`src/rtl/layer_id_pkg.sv`:
```
// Shared definitions for the chip-ID assignment link (responder and assigner sides).
// Latency: n/a (constants, types and pure functions only).
// Backpressure: n/a; the link has no valid or ready signals and words are sampled every cycle.
package layer_id_pkg;

   // Link constants, identical in both directions
   localparam logic [3:0]  HDR     = 4'b1010;
   localparam logic [3:0]  ACK_HDR = 4'b0101;
   localparam logic [15:0] MAGIC   = 16'hBEAF;

   // Default qualification depth and acknowledge length
   localparam int MATCH_CNT_DEF = 2;
   localparam int ACK_HOLD_DEF  = 4;

   // Field positions of the 32-bit link word
   localparam int HDR_LSB = 28;
   localparam int PWR_LSB = 24;
   localparam int SRC_LSB = 20;
   localparam int NEW_LSB = 16;

   typedef enum logic [1:0] {
      LISTEN  = 2'd0,
      QUALIFY = 2'd1,
      ACK     = 2'd2,
      DONE    = 2'd3
   } layer_state_t;

   // Payload of an assignment word (everything between header and magic)
   typedef struct packed {
      logic [3:0] pwr;
      logic [3:0] src_id;
      logic [3:0] new_id;
   } assign_fields_t;

   // Header and magic must match. The new ID must be the sender's ID plus one, and it must
   // not be zero, because ID 0 is reserved for the bottom layer (this rejects the F->0 wrap).
   function automatic logic is_assign_word(input logic [31:0] w);
      logic [3:0] src;
      logic [3:0] nid;
      logic [3:0] src_p1;
      src    = w[SRC_LSB +: 4];
      nid    = w[NEW_LSB +: 4];
      src_p1 = src + 4'd1;
      return (w[HDR_LSB +: 4] == HDR) && (w[15:0] == MAGIC) &&
             (nid == src_p1) && (nid != 4'd0);
   endfunction

   function automatic assign_fields_t get_fields(input logic [31:0] w);
      assign_fields_t f;
      f.pwr    = w[PWR_LSB +: 4];
      f.src_id = w[SRC_LSB +: 4];
      f.new_id = w[NEW_LSB +: 4];
      return f;
   endfunction

   // The ID we report sits at [23:20], which is the field the lower layer checks for its ID plus one
   function automatic logic [31:0] make_ack(input logic [3:0] pwr,
                                            input logic [3:0] chip,
                                            input logic [3:0] src);
      return {ACK_HDR, pwr, chip, src, MAGIC};
   endfunction

endpackage

```
`src/rtl/id_word_qualifier.sv`:
```
// Tracks a candidate assignment word and counts consecutive identical samples of it.
// Latency: qual_o is combinational on the sample that completes MATCH_CNT identical cycles.
// Backpressure: none. Clearing en_i drops the candidate, so the next word must requalify.
module id_word_qualifier
   import layer_id_pkg::*;
#(
   parameter int MATCH_CNT = MATCH_CNT_DEF
) (
   input  logic           clk,
   input  logic           rst_n,
   input  logic           en_i,
   input  logic [31:0]    data_i,
   output logic           qual_o,
   output logic           track_o,
   output assign_fields_t fields_o
);

   logic [31:0] cand_q, cand_d;
   logic [2:0]  cnt_q, cnt_d;
   logic        same;
   logic        valid;

   assign same  = (cnt_q != 3'd0) && (data_i == cand_q);
   assign valid = is_assign_word(data_i);

   // Next candidate and count. The pulse fires only on the cycle the count first reaches MATCH_CNT.
   always_comb begin
      cand_d = cand_q;
      cnt_d  = cnt_q;
      qual_o = 1'b0;
      if (!en_i) begin
         cnt_d = 3'd0;
      end else if (same) begin
         // Once the count has reached MATCH_CNT it stays there, so a held word does not fire again
         if (cnt_q != 3'(MATCH_CNT)) begin
            cnt_d = cnt_q + 3'd1;
            if (cnt_d == 3'(MATCH_CNT)) begin
               qual_o = 1'b1;
            end
         end
      end else if (valid) begin
         cand_d = data_i;
         cnt_d  = 3'd1;
         if (MATCH_CNT == 1) begin
            qual_o = 1'b1;
         end
      end else begin
         cnt_d = 3'd0;
      end
   end

   assign track_o  = (cnt_d != 3'd0);
   assign fields_o = get_fields(data_i);

   // Candidate and stability counter state
   always_ff @(posedge clk or negedge rst_n) begin
      if (!rst_n) begin
         cand_q <= 32'd0;
         cnt_q  <= 3'd0;
      end else begin
         cand_q <= cand_d;
         cnt_q  <= cnt_d;
      end
   end

endmodule

```
`src/rtl/layer_id_responder.sv`:
```
// Upper-layer responder on the chip-ID link. It qualifies an assignment word, latches the ID, and drives an ack for ACK_HOLD cycles.
// Latency: the ack is registered on the edge that completes qualification; id_valid follows ACK_HOLD edges later.
// Backpressure: none; data_in is sampled on every edge. Optional macro LAYER_RESP_REACK_EN re-acknowledges from DONE.
module layer_id_responder
   import layer_id_pkg::*;
#(
   parameter int MATCH_CNT = MATCH_CNT_DEF,
   parameter int ACK_HOLD  = ACK_HOLD_DEF
) (
   input  logic        clk,
   input  logic        rst_n,
   input  logic        f_layer,
   input  logic [31:0] data_in,
   output logic [31:0] data_out,
   output logic        tx_out,
   output logic        sort_finish,
   output logic [3:0]  chip_id,
   output logic        id_valid,
   output logic [3:0]  rx_power,
   output logic        id_conflict,
   output logic [3:0]  reack_cnt
);

   layer_state_t   state_q, state_d;
   logic [3:0]     hold_q, hold_d;
   logic [3:0]     chip_id_q, chip_id_d;
   logic [3:0]     rx_power_q, rx_power_d;
   logic [3:0]     src_q, src_d;
   logic [31:0]    data_out_q, data_out_d;
   logic           tx_q, tx_d;
   logic           id_valid_q, id_valid_d;
   logic           sort_q, sort_d;

   logic           qual_en;
   logic           qual;
   logic           track;
   assign_fields_t fields;
   logic           first_accept;
   logic           hold_last;

`ifdef LAYER_RESP_REACK_EN
   logic           conflict_q, conflict_d;
   logic [3:0]     reack_q, reack_d;
   logic           reack_hit;
   logic           reack_miss;

   assign reack_hit  = (state_q == DONE) && qual && (fields.new_id == chip_id_q);
   assign reack_miss = (state_q == DONE) && qual && (fields.new_id != chip_id_q);
`endif

   // The qualifier listens only in states where data_in matters. The bottom layer never listens.
   always_comb begin
      qual_en = 1'b0;
      if (!f_layer) begin
         case (state_q)
            LISTEN, QUALIFY: qual_en = 1'b1;
`ifdef LAYER_RESP_REACK_EN
            DONE:            qual_en = 1'b1;
`endif
            default:         qual_en = 1'b0;
         endcase
      end
   end

   id_word_qualifier #(
      .MATCH_CNT (MATCH_CNT)
   ) u_qual (
      .clk      (clk),
      .rst_n    (rst_n),
      .en_i     (qual_en),
      .data_i   (data_in),
      .qual_o   (qual),
      .track_o  (track),
      .fields_o (fields)
   );

   assign first_accept = qual && ((state_q == LISTEN) || (state_q == QUALIFY));
   assign hold_last    = (hold_q == 4'(ACK_HOLD - 1));

   // State register
   always_ff @(posedge clk or negedge rst_n) begin
      if (!rst_n) begin
         state_q <= LISTEN;
      end else begin
         state_q <= state_d;
      end
   end

   // Next-state logic. A strapped bottom layer parks in DONE straight out of reset.
   always_comb begin
      state_d = state_q;
      if (f_layer) begin
         state_d = DONE;
      end else begin
         case (state_q)
            LISTEN, QUALIFY: begin
               if (qual) begin
                  state_d = ACK;
               end else if (track) begin
                  state_d = QUALIFY;
               end else begin
                  state_d = LISTEN;
               end
            end
            ACK: begin
               if (hold_last) begin
                  state_d = DONE;
               end
            end
            DONE: begin
`ifdef LAYER_RESP_REACK_EN
               if (reack_hit) begin
                  state_d = ACK;
               end
`endif
            end
            default: state_d = LISTEN;
         endcase
      end
   end

   // Output and datapath next values. Outputs are computed from state_d so each one is registered
   // on the edge that makes the transition.
   always_comb begin
      chip_id_d  = chip_id_q;
      rx_power_d = rx_power_q;
      src_d      = src_q;
      hold_d     = 4'd0;
`ifdef LAYER_RESP_REACK_EN
      conflict_d = conflict_q;
      reack_d    = reack_q;
`endif
      if ((state_q == ACK) && (state_d == ACK)) begin
         hold_d = hold_q + 4'd1;
      end
      if (first_accept) begin
         chip_id_d  = fields.new_id;
         rx_power_d = fields.pwr;
         src_d      = fields.src_id;
      end
`ifdef LAYER_RESP_REACK_EN
      // Same ID again: the lower layer missed our ack and raised its power. Its new power is the one to report.
      if (reack_hit) begin
         rx_power_d = fields.pwr;
         src_d      = fields.src_id;
         if (reack_q != 4'hF) begin
            reack_d = reack_q + 4'd1;
         end
      end
      if (reack_miss) begin
         conflict_d = 1'b1;
      end
`endif
      tx_d       = (state_d == ACK);
      data_out_d = tx_d ? make_ack(rx_power_d, chip_id_d, src_d) : 32'd0;
      // Once set, these stay high through any later re-acknowledge
      id_valid_d = id_valid_q | (state_d == DONE);
      sort_d     = sort_q | (state_d == DONE);
   end

   // Output and datapath registers. Async reset clears the ack at once, even in the middle of ACK.
   always_ff @(posedge clk or negedge rst_n) begin
      if (!rst_n) begin
         hold_q     <= 4'd0;
         chip_id_q  <= 4'd0;
         rx_power_q <= 4'd0;
         src_q      <= 4'd0;
         data_out_q <= 32'd0;
         tx_q       <= 1'b0;
         id_valid_q <= 1'b0;
         sort_q     <= 1'b0;
      end else begin
         hold_q     <= hold_d;
         chip_id_q  <= chip_id_d;
         rx_power_q <= rx_power_d;
         src_q      <= src_d;
         data_out_q <= data_out_d;
         tx_q       <= tx_d;
         id_valid_q <= id_valid_d;
         sort_q     <= sort_d;
      end
   end

`ifdef LAYER_RESP_REACK_EN
   // Re-acknowledge bookkeeping
   always_ff @(posedge clk or negedge rst_n) begin
      if (!rst_n) begin
         conflict_q <= 1'b0;
         reack_q    <= 4'd0;
      end else begin
         conflict_q <= conflict_d;
         reack_q    <= reack_d;
      end
   end

   assign id_conflict = conflict_q;
   assign reack_cnt   = reack_q;
`else
   assign id_conflict = 1'b0;
   assign reack_cnt   = 4'd0;
`endif

   assign data_out    = data_out_q;
   assign tx_out      = tx_q;
   assign sort_finish = sort_q;
   assign chip_id     = chip_id_q;
   assign id_valid    = id_valid_q;
   assign rx_power    = rx_power_q;

endmodule
```
`config.mk`:
```
export PLATFORM = sky130hd
export DESIGN_NAME = layer_id_responder
export DESIGN_NICKNAME = d
export VERILOG_FILES = /design/src/rtl/layer_id_pkg.sv /design/src/rtl/id_word_qualifier.sv /design/src/rtl/layer_id_responder.sv
export SDC_FILE = /design/constraint.sdc
export NUM_CORES = 1
export LEC_CHECK = 0
export CORE_MARGIN = 2
export CORE_UTILIZATION = 49
export CTS_CLUSTER_DIAMETER = 30
export DETAILED_ROUTE_END_ITERATION = 12
export GPL_ROUTABILITY_DRIVEN = 0
export GPL_TIMING_DRIVEN = 1
export PLACE_DENSITY = 0.8
export SYNTH_ARGS = -nofsm -noshare
export SYNTH_HDL_FRONTEND = slang
export SYNTH_SLANG_ARGS = --single-unit
```
`constraint.sdc`:
```
create_clock -name clk -period 3.2 [get_ports clk]
set_input_delay 0.48 -clock clk [delete_from_list [all_inputs] [get_ports clk]]
set_output_delay 0.48 -clock clk [all_outputs]
set_load 0.01 [all_outputs]
```
---- Word-level counts from Yosys, hierarchy flattened ----
Index checks and enable logic that the tools add are counted.
storage, ports and cells
  output and inout port bits .............. 48
  logic and storage cells ................. 61
  register bits after elaboration ......... 87
operators by class
  add/sub/neg operators ................... 3
  bitwise operators ....................... 3
  reduce and logical (&&, ||, !) cells .... 13
  equal/unequal tests ..................... 11
  multiplexer cells ....................... 20
operators by type and width
  kind                                                                    count
  32-bit equality test                                                    1
  31-bit two-way mux                                                      1
  16-bit equality test (second input constant)                            1
  4-bit two-way mux                                                       4
  3-bit two-way mux                                                       3
  4-bit by 1-bit adder with 4-bit output (second input constant)          2
  1-bit two-way mux                                                       8
  2-bit equality test (second input constant)                             3
  1-bit logical AND                                                       6
  2-bit two-way mux                                                       3
  3-bit nonzero test                                                      2
  4-bit by 2-bit equality test with 1-bit output (second input constant)  1
  4-bit equality test                                                     1
  4-bit equality test (second input constant)                             1
  2-bit case mux with 2 select lines                                      1
  4-bit nonzero test                                                      1
  3-bit by 1-bit adder with 3-bit output (second input constant)          1
  3-bit by 2-bit equality test with 1-bit output (second input constant)  1
  3-bit by 2-bit != test with 1-bit output (second input constant)        1
  3-bit AND reduction                                                     1
  2-bit by 1-bit equality test with 1-bit output (second input constant)  1
  2-bit zero test                                                         1
  1-bit OR                                                                2
  2-bit OR reduction                                                      1
  2 further kinds                                                         2

---- Longest topological paths before layout ----
Gate-level depths: netlist of run 1.
  word-level depth ........................ 15
  gate-level depth with buffers ........... 9
  gate-level depth less buffers ........... 8

---- By module ----
A second synthesis of run 1 with hierarchy kept.
unflattened totals
  cells, all modules ...................... 279
  area, all modules ....................... 3443.3 µm²
by module, submodules not included
  module              instances  seq. area each (µm²)  area an instance (µm²)  cells each
  id_word_qualifier   1          875.8                 1963.1                  170
  layer_id_responder  1          825.8                 1480.2                  109

---- Worst setup path after synthesis of run 1 ----
OpenSTA, ideal clock, no wires.
  kind .................................... reg-to-reg
  start point ............................. reg u_qual.cnt_q[0]
  end point ............................... reg chip_id_q[0] (netlist: chip_id[0])
  required time ........................... 3.075 ns
  data arrival time ....................... 2.164 ns
  path buffers ............................ 1
  stages on the path, launching flop included .. 10
  slack ................................... 0.911 ns
  path through ............................ dfrtp_1 inv_1 ha_1 nor3_1 a21oi_1 nand2b_1 or3_1 nor3_4 buf_4 mux2_2
between the ends
  cells in the longest elaborated chain, start to end .. 8
  elaborated cells on any way between the ends .. 11
  those cells by class .................... add/sub (1); eq/ne (2); mux (5); reduce/logical (3)
RTL lines
  element                                         line                       RTL
  start: declaration                              id_word_qualifier.sv:19    logic [2:0] cnt_q, cnt_d;
  start signal: assignment                        id_word_qualifier.sv:62    cnt_q <= cnt_d;
  3-bit by 1-bit adder with 3-bit output          id_word_qualifier.sv:36    cnt_d = cnt_q + 3'd1;
  3-bit by 2-bit equality test with 1-bit output  id_word_qualifier.sv:37    if (cnt_d == 3'(MATCH_CNT)) begin
  1-bit two-way mux                               id_word_qualifier.sv:37
  1-bit two-way mux                               id_word_qualifier.sv:35    if (cnt_q != 3'(MATCH_CNT)) begin
  1-bit two-way mux *                             id_word_qualifier.sv:33    end else if (same) begin
  1-bit two-way mux *                             id_word_qualifier.sv:31    if (!en_i) begin
  1-bit logical AND *                             layer_id_responder.sv:77   assign first_accept = qual && ((state_q == LISTEN) || (state_q == QUALIFY));
  4-bit two-way mux *                             layer_id_responder.sv:136  if (first_accept) begin
  via chip_id_d[0]                                layer_id_responder.sv:26   logic [3:0] chip_id_q, chip_id_d;
  end signal: assignment                          layer_id_responder.sv:174  chip_id_q <= chip_id_d;
  end: declaration                                layer_id_responder.sv:26
The timed path passes the listed nets; every way through them passes the cells marked *.
A chain may end at the register's enable or synchronous reset.

---- Final worst setup path of run 1 ----
  start point ............................. in data_in[20]
  end point ............................... reg u_qual.cand_q[27]
between the ends
  cells in the longest elaborated chain, start to end .. 5
  elaborated cells on any way between the ends .. 8
  those cells by class .................... add/sub (1); eq/ne (2); bitwise (1); reduce/logical (4)
RTL lines
  element                                 line                      RTL
  start: declaration                      layer_id_responder.sv:13  input logic [31:0] data_in,
  4-bit by 1-bit adder with 4-bit output  layer_id_pkg.sv:43        src_p1 = src + 4'd1;
  4-bit equality test                     layer_id_pkg.sv:45        (nid == src_p1) && (nid != 4'd0);
  1-bit logical AND                       layer_id_pkg.sv:44        return (w[HDR_LSB +: 4] == HDR) && (w[15:0] == MAGIC) &&
  1-bit logical AND                       layer_id_pkg.sv:45
  3-bit AND reduction (no source line) *  --
  end signal: assignment                  id_word_qualifier.sv:61   cand_q <= cand_d;
  end: declaration                        id_word_qualifier.sv:18   logic [31:0] cand_q, cand_d;
Mark *: on every way between the ends. The rest lies on a longest branch, timed or not.

==> results of run 1 <==
==> area by class of cell <==
cell class              instances  share of cell area [%]
well taps                      80                   2.349
repair buffers                 78                   18.09
flip-flops and latches         68                   39.94
multi-input cells             181                   33.63
inverters                       8                  0.7048
clock buffers                  10                   3.231
clock inverters                 6                   2.056
==> kinds of logic after synthesis <==
kind of cell	count (synthesis)	synth area share, %
xor+xnor	36	9.420
other cells	1	0.1120
mux	25	9.271
compound gates	28	6.878
fa+ha+maj	6	2.243
simple gates	75	13.57
flops	68	50.84
buf+inv	40	7.663
==> per-stage QoR <==
stage | setup slack (ps) | area (um2)
global route | 375.5 | 4260
finish | 535.4 | 4260
CTS | 510.6 | 4260
global placement | 311.7 | 4035
floorplan | 911.1 | 3385
detailed placement | 259.9 | 4035
==> routing by layer <==
metal  routed length [um]  share of wire [%]
met2                 3375                 50
met3                  257                3.8
met5                    0                  0
met1                 2996                 44
met4                  142                2.1
==> report_power, final <==
part | total (mW) | leakage, nW | internal [mW] | switching [mW]
Clock | 0.784 | 0.116 | 0.460 | 0.324
Sequential | 0.859 | 0.919 | 0.859 | 0.0000000294
Combinational | 0.125 | 0.989 | 0.0583 | 0.0667
==> synth_stat cells (3+ instances only) <==
library cell and instances:
sky130_fd_sc_hd__dfrtp_1 68, sky130_fd_sc_hd__buf_4 26, sky130_fd_sc_hd__xnor2_1 20, sky130_fd_sc_hd__mux2_2 16, sky130_fd_sc_hd__xor2_1 16, sky130_fd_sc_hd__nand2b_1 15
sky130_fd_sc_hd__a22o_1 12, sky130_fd_sc_hd__nor4_1 10, sky130_fd_sc_hd__and2_1 9, sky130_fd_sc_hd__inv_1 8, sky130_fd_sc_hd__mux2_4 8, sky130_fd_sc_hd__nand2_1 8
sky130_fd_sc_hd__nand3_1 7, sky130_fd_sc_hd__ha_1 6, sky130_fd_sc_hd__nor2_1 6, sky130_fd_sc_hd__nand4_1 5, sky130_fd_sc_hd__a21oi_1 4, sky130_fd_sc_hd__clkbuf_1 4
sky130_fd_sc_hd__nor4b_1 3
==> final timing paths <==
path                                     endpoint  slack (ps)  depth (start not counted)
worst max register to register  u_qual.cand_q[27]         750                          9
worst max-delay path            u_qual.cand_q[27]         540                          8
worst min-delay path                  rx_power[2]          20                          1
min in group clk                u_qual.cand_q[13]         470                          2
max in group asynchronous        u_qual.cand_q[8]        2180                          2
worst min register to register  u_qual.cand_q[13]         470                          2
==> worst reg2reg max path, cell delays in order (launching register included) <==
cell	delay [ps]
sky130_fd_sc_hd__dfrtp_1	410
sky130_fd_sc_hd__inv_1	120
sky130_fd_sc_hd__ha_1	210
sky130_fd_sc_hd__inv_1	50
sky130_fd_sc_hd__o22ai_1	60
sky130_fd_sc_hd__a211oi_1	390
sky130_fd_sc_hd__nand3_1	250
sky130_fd_sc_hd__o21ai_2	210
sky130_fd_sc_hd__buf_4	280
sky130_fd_sc_hd__mux2_2	370
==> state kept, by name, indices dropped and copies added, names as in the netlist <==
register / cells
chip_id: 4
data_out: 13
hold_q: 4
id_valid: 1
rx_power: 4
sort_finish: 1
src_q: 4
state_q: 2
u_qual.cand_q: 32
u_qual.cnt_q: 3
==> flow_metrics.py, run 1 <==
metrics = {
    "global_route": {
        "met1_use_gr_pct": 24.50,
        "grt_first_pass_wirelength_mm": 11.14,
        "sum_of_overflow_across_all_layers_after_global_routing": 0,
        "global_route.usage.met3_pct": 4.571,
        "vias_in_the_first_global_route": 2257,
        "grt_max_degree": 55,
        "antenna_violations_before_repair": 0,
        "grt_util_all_layers_pct": 19.49,
        "top_usage_layer_grt": "met2",
        "met2_usage_grt_pct": 31.75,
    },
    "floorplanning": {
        "dieHeight_um": 86.65,
        "die_area_um2": 7507,
        "io-pin-count": 83,
        "fp-row-count": 30,
        "dieWidth_um": 86.65,
        "core_region_area_um2": 6719,
        "initial_core_util_pct": 49.81,
    },
    "timing": {
        "hold_violations": 0,
        "slew_viol_final": 0,
        "setup-violations-final": 0,
        "grt_setup_unrepaired": "false",
        "layout_worst_path_cycle_share_pct": 83.27,
        "max_slew_margin_pct": 55.29,
        "fmax_mhz": 375.3,
        "holdWs_ps": 23.56,
        "timing_worst_slew_pin_value_ps": 670.6,
        "clock_skew_ps": 10.96,
        "finalWorstPathRequiredPeriod_ps": 2665,
        "setup_total_negative_slack_ps": 0,
    },
    "synth": {
        "syn-cell-area_um2": 3347,
        "syn_inst": 279,
        "synth_enable_flop_cells": 0,
        "synth_top_area_share_pct": 50.84,
        "synth.yosys.warnings": 0,
        "synth.distinct_cells": 41,
        "syn-mean-instance-area_um2": 12.00,
        "synth.largest_area_cell": "sky130_fd_sc_hd__dfrtp_1",
        "ys_dominant_reg_cell": "sky130_fd_sc_hd__dfrtp_1",
        "yosys-top-cells-area": "sky130_fd_sc_hd__dfrtp_1 (51%), sky130_fd_sc_hd__buf_4 (5.8%), sky130_fd_sc_hd__mux2_2 (5.4%)",
        "ys_seq_elements": 68,
        "synth_async_sr_flop_share_pct": 100.0,
        "seq_total_area_yosys_pct": 50.84,
    },
    "pwr": {
        "maximum_ir_drop_on_the_vdd_rail_mv": 0.3481,
        "power.density_cell_area_nw_per_um2": 414.9,
        "p_leak_nw": 2.025,
        "design_power_total_mw": 1.768,
    },
    "route": {
        "number_of_drc_violations_after_detailed_routing": 0,
        "detailedRoute.firstPassIterationCount": 4,
        "first_iter_violations": 118,
        "wl_final_mm": 6.771,
        "final_antenna_net_count": 0,
        "routedWlPerCell_um": 15.71,
        "route.detailed.vias_per_inst": 5.146,
        "dr_total_vias": 2218,
    },
    "final_layout": {
        "leading_cell_type_in_the_layout_fill_and_taps_excluded": "sky130_fd_sc_hd__clkdlybuf4s50_1",
        "layout-drive-gt1-share_pct": 15.10,
        "final-seq-area_um2": 1702,
        "diodes": 0,
        "fillCellCount": 533,
        "finalNetCount": 387,
        "areaGrowthSynthToFinish_pct": 27.29,
        "multi_input_area_um2": 1433,
        "layout.cells.most_common_list": "sky130_fd_sc_hd__clkdlybuf4s50_1 (70), sky130_fd_sc_hd__dfrtp_1 (68), sky130_fd_sc_hd__xnor2_1 (20), sky130_fd_sc_hd__xor2_1 (16), sky130_fd_sc_hd__mux2_2 (16)",
        "finish.cell_count_without_fillers": 431,
        "post_route_core_utilization_pct": 63.41,
    },
    "clock_network": {
        "clk-insertion-delay-late_ps": 340,
        "cts_htree_levels": 3,
        "clock_tree.root_cell": "sky130_fd_sc_hd__clkbuf_8",
        "cts_repair_resize_count": 0,
        "post_cts_buffers": 0,
        "cts-buffers-inserted": 9,
        "tritoncts": "yes",
        "clock-sinks": 68,
        "clk_path_buf_depth": 2,
        "clkTransAtPathRegs_ps": 80,
        "cts_hold_repair.buffers": 0,
    },
    "place": {
        "dpl_hpwl_mm": 4.980,
        "buffer_ports.inserted": 71,
        "dp_cell_count": 415,
    },
    "setup_path": {
        "critPathTopFamily": "buffers and inverters",
        "crit_path_category": "input port to flip-flop",
        "cpMaxStageDelayCell": "sky130_fd_sc_hd__clkdlybuf4s50_1",
        "critical_path.n_buffers_inverters": 2,
        "cp_slowest_stage_delay_ps": 650,
        "data_arrival_time_at_the_worst_slack_endpoint_ps": 2900,
        "required_ps": 3430,
        "cp-start-kind": "input port",
        "cp-end-kind": "flip-flop",
        "regToRegStartpoint": "u_qual.cnt_q[0]",
        "critPathMaxFanout": 20,
        "timing.critical_path.from": "data_in[20]",
        "critical_path.cell_chain": "clkdlybuf4s50_1 > xnor2_1 > nand4_1 > a211oi_1 > nand3_1 > o21ai_2 > buf_4 > mux2_2",
    },
    "min_path": {
        "worst_hold_path_type": "input port to async pin",
    },
    "status": {
        "outcome": "finished, final reports clean",
    },
    "job": {
        "cap_viol_max_count": 0,
    },
}
No activity file was read; power rests on OpenSTA's default activity.
==> inputs of run 2 (changes only) <==
Settings changed: CORE_UTILIZATION 49 to 45, PLACE_DENSITY 0.8 to 0.77.
Clock period 3.2 ns to 2.4 ns, I/O delays scaled along.
==> run 2 against run 1 <==
Compared with the run above: flip-flop and latch count stayed put; critical path depth rose by 2; routed wire length up 12%; worst hold slack improved by 450 ps; critical endpoint is now data_out[22]; highest routed layer unchanged.
==> flow_metrics.py, run 2 (same netlist as run 1, synthesis figures left out) <==
metrics = {
    "status": {
        "outcome": "finished, final reports clean",
    },
    "pwr": {
        "sequentialPowerShare_pct": 51.0,
        "maximum_ir_drop_on_the_vdd_rail_mv": 0.3893,
        "p_leak_nw": 2.238,
        "power.density_cell_area_nw_per_um2": 479.5,
        "clock_power_share_pct": 40.1,
        "intPower_mw": 1.720,
        "switching_share_pct": 23.47,
        "power.switching_uw": 527.4,
        "share_comb_of_total_power_pct": 9.0,
    },
    "final_layout": {
        "layout-drive-gt1-share_pct": 26.65,
        "finalNetCount": 431,
        "number_of_flip_flops_in_the_largest_register": 32,
        "post_route_core_utilization_pct": 64.97,
        "top_register": "u_qual.cand_q",
        "areaGrowthSynthToFinish_pct": 40.04,
        "post-route-cell-area_um2": 4687,
        "leading_cell_type_in_the_layout_fill_and_taps_excluded": "sky130_fd_sc_hd__clkdlybuf4s50_1",
        "diodes": 0,
        "layout.cells.most_common_list": "sky130_fd_sc_hd__clkdlybuf4s50_1 (70), sky130_fd_sc_hd__dfrtp_1 (66), sky130_fd_sc_hd__buf_4 (46), sky130_fd_sc_hd__xnor2_1 (20)",
    },
    "clock_network": {
        "tritoncts": "yes",
        "clkTransAtPathRegs_ps": 80,
        "cts-buffers-inserted": 9,
        "cts_htree_levels": 3,
        "clk-insertion-delay-late_ps": 350,
        "clock_tree.root_cell": "sky130_fd_sc_hd__clkbuf_8",
        "clk_path_buf_depth": 2,
        "clock-sinks": 68,
    },
    "timing": {
        "slew_viol_final": 0,
        "holdWs_ps": 473.2,
        "layout_worst_path_cycle_share_pct": 98.89,
        "fmax_mhz": 421.3,
        "setup-violations-final": 0,
        "setup_slack_ps": 26.54,
        "hold_violations": 0,
        "clock_skew_ps": 10.01,
        "grt_setup_unrepaired": "true",
        "finalWorstPathRequiredPeriod_ps": 2373,
    },
    "route": {
        "detailedRoute.firstPassIterationCount": 4,
        "number_of_drc_violations_after_detailed_routing": 0,
        "final_antenna_net_count": 0,
        "dr_total_vias": 2394,
        "routedWlPerCell_um": 15.39,
        "first_iter_violations": 108,
        "route.detailed.vias_per_inst": 4.856,
        "wl_final_mm": 7.588,
    },
    "floorplanning": {
        "fp-row-count": 31,
        "dieHeight_um": 90.24,
        "core_region_area_um2": 7214,
        "io-pin-count": 83,
        "initial_core_util_pct": 46.39,
        "die_area_um2": 8143,
        "dieWidth_um": 90.24,
    },
    "global_route": {
        "sum_of_overflow_across_all_layers_after_global_routing": 0,
        "vias_in_the_first_global_route": 2531,
        "antenna_violations_before_repair": 0,
        "grt_max_degree": 25,
        "grt_util_all_layers_pct": 19.00,
        "grt_first_pass_wirelength_mm": 12.14,
    },
    "place": {
        "pre_cts_ws_ps": -195.1,
        "dpl_hpwl_mm": 5.458,
        "buffer_ports.inserted": 71,
        "placedInstanceArea_um2": 4342,
    },
    "setup_path": {
        "crit_path_category": "flip-flop to flip-flop",
        "cp-start-kind": "flip-flop",
        "cp-end-kind": "flip-flop",
        "reg2reg_depth": 10,
        "data_arrival_time_at_the_worst_slack_endpoint_ps": 2660,
        "required_ps": 2690,
        "critPathMaxFanout": 11,
    },
    "job": {
        "cap_viol_max_count": 0,
    },
    "min_path": {
        "worst_hold_path_type": "flip-flop to flip-flop",
        "hold-path-cell-count": 1,
    },
}
-- run 2: timing repair --
item                       4_1_cts  5_1_grt
hold buffers                     1        0
buffers inserted                 0        5
hold endpoints to repair        21        0
setup endpoints to repair        0       14
resized for setup                0       14
-- run 2: power groups by stage --
stage,registers (mW),clock network (mW),logic (mW)
after global placement,1.17,0,0.199
final,1.15,0.901,0.201
after CTS,1.15,0.913,0.202
after detailed placement,1.17,0,0.200
after floorplan,1.17,0,0.0660
after global routing,1.14,0.963,0.220
-- run 2: final timing paths --
check                                 from               to  slack (ps)
min reg2reg                      hold_q[0]        hold_q[0]         470
max reg2reg                u_qual.cnt_q[1]     data_out[22]          30
max in group asynchronous            rst_n  u_qual.cnt_q[0]        1190
min                              hold_q[0]        hold_q[0]         470
max                        u_qual.cnt_q[1]     data_out[22]          30
min in group asynchronous            rst_n     data_out[22]         500
-- run 2: layer usage --
layer	track usage, %	wire length [um]	vias to the layer above	share of wire, %
li1	-	-	1158	-
met2	32.46	3847	61	51
met3	4.107	286	14	3.8
met5	0	0	-	0
met1	23.07	3310	1161	44
met4	8.590	144	0	1.9
-- run 2: worst max-delay path, stage by stage (launching register included) --
cell,delay [ps]
sky130_fd_sc_hd__dfrtp_2,460
sky130_fd_sc_hd__ha_4,200
sky130_fd_sc_hd__nor3_4,170
sky130_fd_sc_hd__a21oi_2,60
sky130_fd_sc_hd__nand2b_4,150
sky130_fd_sc_hd__or3_4,340
sky130_fd_sc_hd__nor3_4,320
sky130_fd_sc_hd__buf_4,190
sky130_fd_sc_hd__clkbuf_16,150
sky130_fd_sc_hd__buf_4,120
sky130_fd_sc_hd__a22o_1,140
-- run 2: stage by stage --
step,TNS (ps),instances,power (mW)
final,0,493,2.247
after global placement,-4430,470,1.366
after CTS,0,486,2.260
after global routing,-342.2,493,2.328
after detailed placement,-4946,470,1.367
after floorplan,0,289,1.234
-- run 2: area by class of cell --
| class | count | area, um2 |
|---|---|---|
| tap | 99 | 123.9 |
| sequential | 68 | 1704 |
| clock buffer | 10 | 127.6 |
| inverter | 8 | 30.03 |
| fill | 573 | 2527 |
| multi-input combinational | 181 | 1496 |
| timing repair buffer | 122 | 1151 |
| clock inverter | 5 | 53.80 |
==> inputs of run 3 (changes only) <==
Settings changed: CORE_ASPECT_RATIO from default to 1.5.
Clock period 2.4 ns to 2 ns, I/O delays scaled along.
==> run 3 against run 2 <==
Compared with the run above: the run now ends with setup timing left; critical path depth up 1; non-clock buffer count up 25; global-route usage up 4.9 points; core utilization up 6.6 points; worst hold slack worse by 12 ps; fmax up 2.4%; register-to-register slack worse by 340 ps.
==> flow_metrics.py, run 3 (same netlist as run 1, synthesis figures left out) <==
metrics = {
    "status": {
        "outcome": "complete, but fails checks",
        "violations_in_the_final_reports": "setup timing",
    },
    "floorplanning": {
        "initial_core_util_pct": 46.31,
        "die_area_um2": 8158,
        "dieWidth_um": 74.42,
        "fp-row-count": 38,
        "core_region_area_um2": 7227,
        "io-pin-count": 83,
        "dieHeight_um": 109.6,
    },
    "timing": {
        "grt_setup_unrepaired": "true",
        "setup-violations-final": 59,
        "setup_slack_ps": -316.8,
        "layout_worst_path_cycle_share_pct": 115.8,
        "fmax_mhz": 431.6,
        "setup_total_negative_slack_ps": -12820,
        "clock_skew_ps": 9.195,
        "slew_viol_final": 0,
        "finalWorstPathRequiredPeriod_ps": 2317,
        "hold_violations": 0,
    },
    "final_layout": {
        "layout.cells.most_common_list": "sky130_fd_sc_hd__dfrtp_1 (67), sky130_fd_sc_hd__buf_4 (56), sky130_fd_sc_hd__clkdlybuf4s50_1 (47), sky130_fd_sc_hd__dlygate4sd2_1 (23), sky130_fd_sc_hd__mux2_4 (21)",
        "final-seq-area_um2": 1703,
        "multi_input_area_um2": 1674,
        "number_of_flip_flops_in_the_largest_register": 32,
        "fillCellCount": 473,
        "finalNetCount": 456,
        "areaGrowthSynthToFinish_pct": 54.47,
        "layout-drive-gt1-share_pct": 35.95,
        "top_register": "u_qual.cand_q",
        "leading_cell_type_in_the_layout_fill_and_taps_excluded": "sky130_fd_sc_hd__dfrtp_1",
        "diodes": 0,
    },
    "setup_path": {
        "reg2reg_depth": 11,
        "cp-end-kind": "flip-flop",
        "cp-start-kind": "flip-flop",
        "required_ps": 2230,
        "crit_path_category": "flip-flop to flip-flop",
        "critPathMaxFanout": 6,
        "data_arrival_time_at_the_worst_slack_endpoint_ps": 2550,
    },
    "global_route": {
        "grt_max_degree": 36,
        "grt_first_pass_wirelength_mm": 14.17,
        "antenna_violations_before_repair": 0,
        "grt_util_all_layers_pct": 23.95,
        "sum_of_overflow_across_all_layers_after_global_routing": 0,
        "vias_in_the_first_global_route": 2762,
    },
    "pwr": {
        "p_leak_nw": 2.518,
        "power.density_cell_area_nw_per_um2": 569.1,
        "design_power_total_mw": 2.942,
        "maximum_ir_drop_on_the_vdd_rail_mv": 0.7666,
    },
    "route": {
        "detailedRoute.firstPassIterationCount": 4,
        "final_antenna_net_count": 0,
        "dr_total_vias": 2656,
        "first_iter_violations": 119,
        "number_of_drc_violations_after_detailed_routing": 0,
        "routedWlPerCell_um": 18.44,
        "route.detailed.vias_per_inst": 5.108,
        "wl_final_mm": 9.588,
    },
    "place": {
        "buffer_ports.inserted": 71,
        "pre_cts_ws_ps": -814.3,
        "dpl_hpwl_mm": 5.945,
    },
    "clock_network": {
        "tritoncts": "yes",
        "cts-buffers-inserted": 9,
        "clk-insertion-delay-late_ps": 350,
        "clock-sinks": 68,
        "clk_path_buf_depth": 2,
        "clock_tree.root_cell": "sky130_fd_sc_hd__clkbuf_8",
        "cts_htree_levels": 3,
        "clkTransAtPathRegs_ps": 70,
    },
    "job": {
        "cap_viol_max_count": 0,
    },
    "min_path": {
        "worst_hold_path_type": "flip-flop to flip-flop",
        "hold-path-cell-count": 1,
    },
}
run 3: changes by cell type in the layout (fill, tap and decap cells not counted), sizes merged:
cell / change
dlygate4sd2: +23
bufinv: +1
clkinv: -3
clkdlybuf4s50: -23
clkinvlp: +2
buf: +26
run 3: timing repair:
action / in CTS / in global routing
gates resized for setup: 62 / 18
endpoints found under the hold margin: 31 / 0
hold buffers: 1 / 0
pin swaps: 17 / 4
setup endpoints to repair: 61 / 60
cloned: 3 / 1
setup buffers: 21 / 4
run 3: final cells by class:
cell class	count	area share [%]
clock inverter	5	1.621
inverter	8	0.5808
timing repair buffer	147	27.13
clock buffer	11	2.928
multi-input combinational	181	32.38
tap	100	2.420
sequential	68	32.94
run 3: per-stage QoR:
stage,hold WS (ps),std cells,util (%),cell area [um2]
4_1_cts,442.2,517,70.17,5071
6_report,461.1,520,71.54,5170
3_5_place_dp,368.4,477,61.24,4425
3_3_place_gp,354.8,477,61.24,4425
5_1_grt,483.9,520,71.54,5170
2_1_floorplan,4.409,289,-,3413
run 3: per-layer routing:
| layer | global-route usage [%] | part of all wire (%) | up-vias |
|---|---|---|---|
| met5 | 0 | 0 | - |
| met4 | 12.88 | 4.5 | 0 |
| met3 | 4.125 | 3.2 | 37 |
| met2 | 41.66 | 55 | 89 |
| met1 | 27.38 | 37 | 1326 |
| li1 | - | - | 1204 |
run 3: critical path, stage by stage, from the launching register on:
cell	delay (ps)
sky130_fd_sc_hd__dfrtp_1	400
sky130_fd_sc_hd__inv_2	80
sky130_fd_sc_hd__ha_2	190
sky130_fd_sc_hd__inv_2	50
sky130_fd_sc_hd__o22ai_2	60
sky130_fd_sc_hd__a211oi_2	350
sky130_fd_sc_hd__nand3_2	160
sky130_fd_sc_hd__buf_6	150
sky130_fd_sc_hd__nor3_4	150
sky130_fd_sc_hd__buf_6	160
sky130_fd_sc_hd__buf_12	130
sky130_fd_sc_hd__mux2_4	300
run 3: worst paths after layout:
kind / slack (ps) / to / start
setup / recovery: -320 / src_q[0] / u_qual.cnt_q[0]
hold / removal: 460 / hold_q[0] / hold_q[0]
setup reg to reg: -320 / src_q[0] / u_qual.cnt_q[0]
hold reg to reg: 460 / hold_q[0] / hold_q[0]
max in group asynchronous: 1100 / u_qual.cnt_q[1] / rst_n
min in group asynchronous: 550 / u_qual.cand_q[3] / rst_n
run 3: power by group:
part / total, mW / switching, mW / internal (mW) / leakage (nW)
registers: 1.37 / 0.0000000537 / 1.37 / 0.918
logic: 0.253 / 0.136 / 0.118 / 1.49
clock network: 1.31 / 0.543 / 0.772 / 0.112
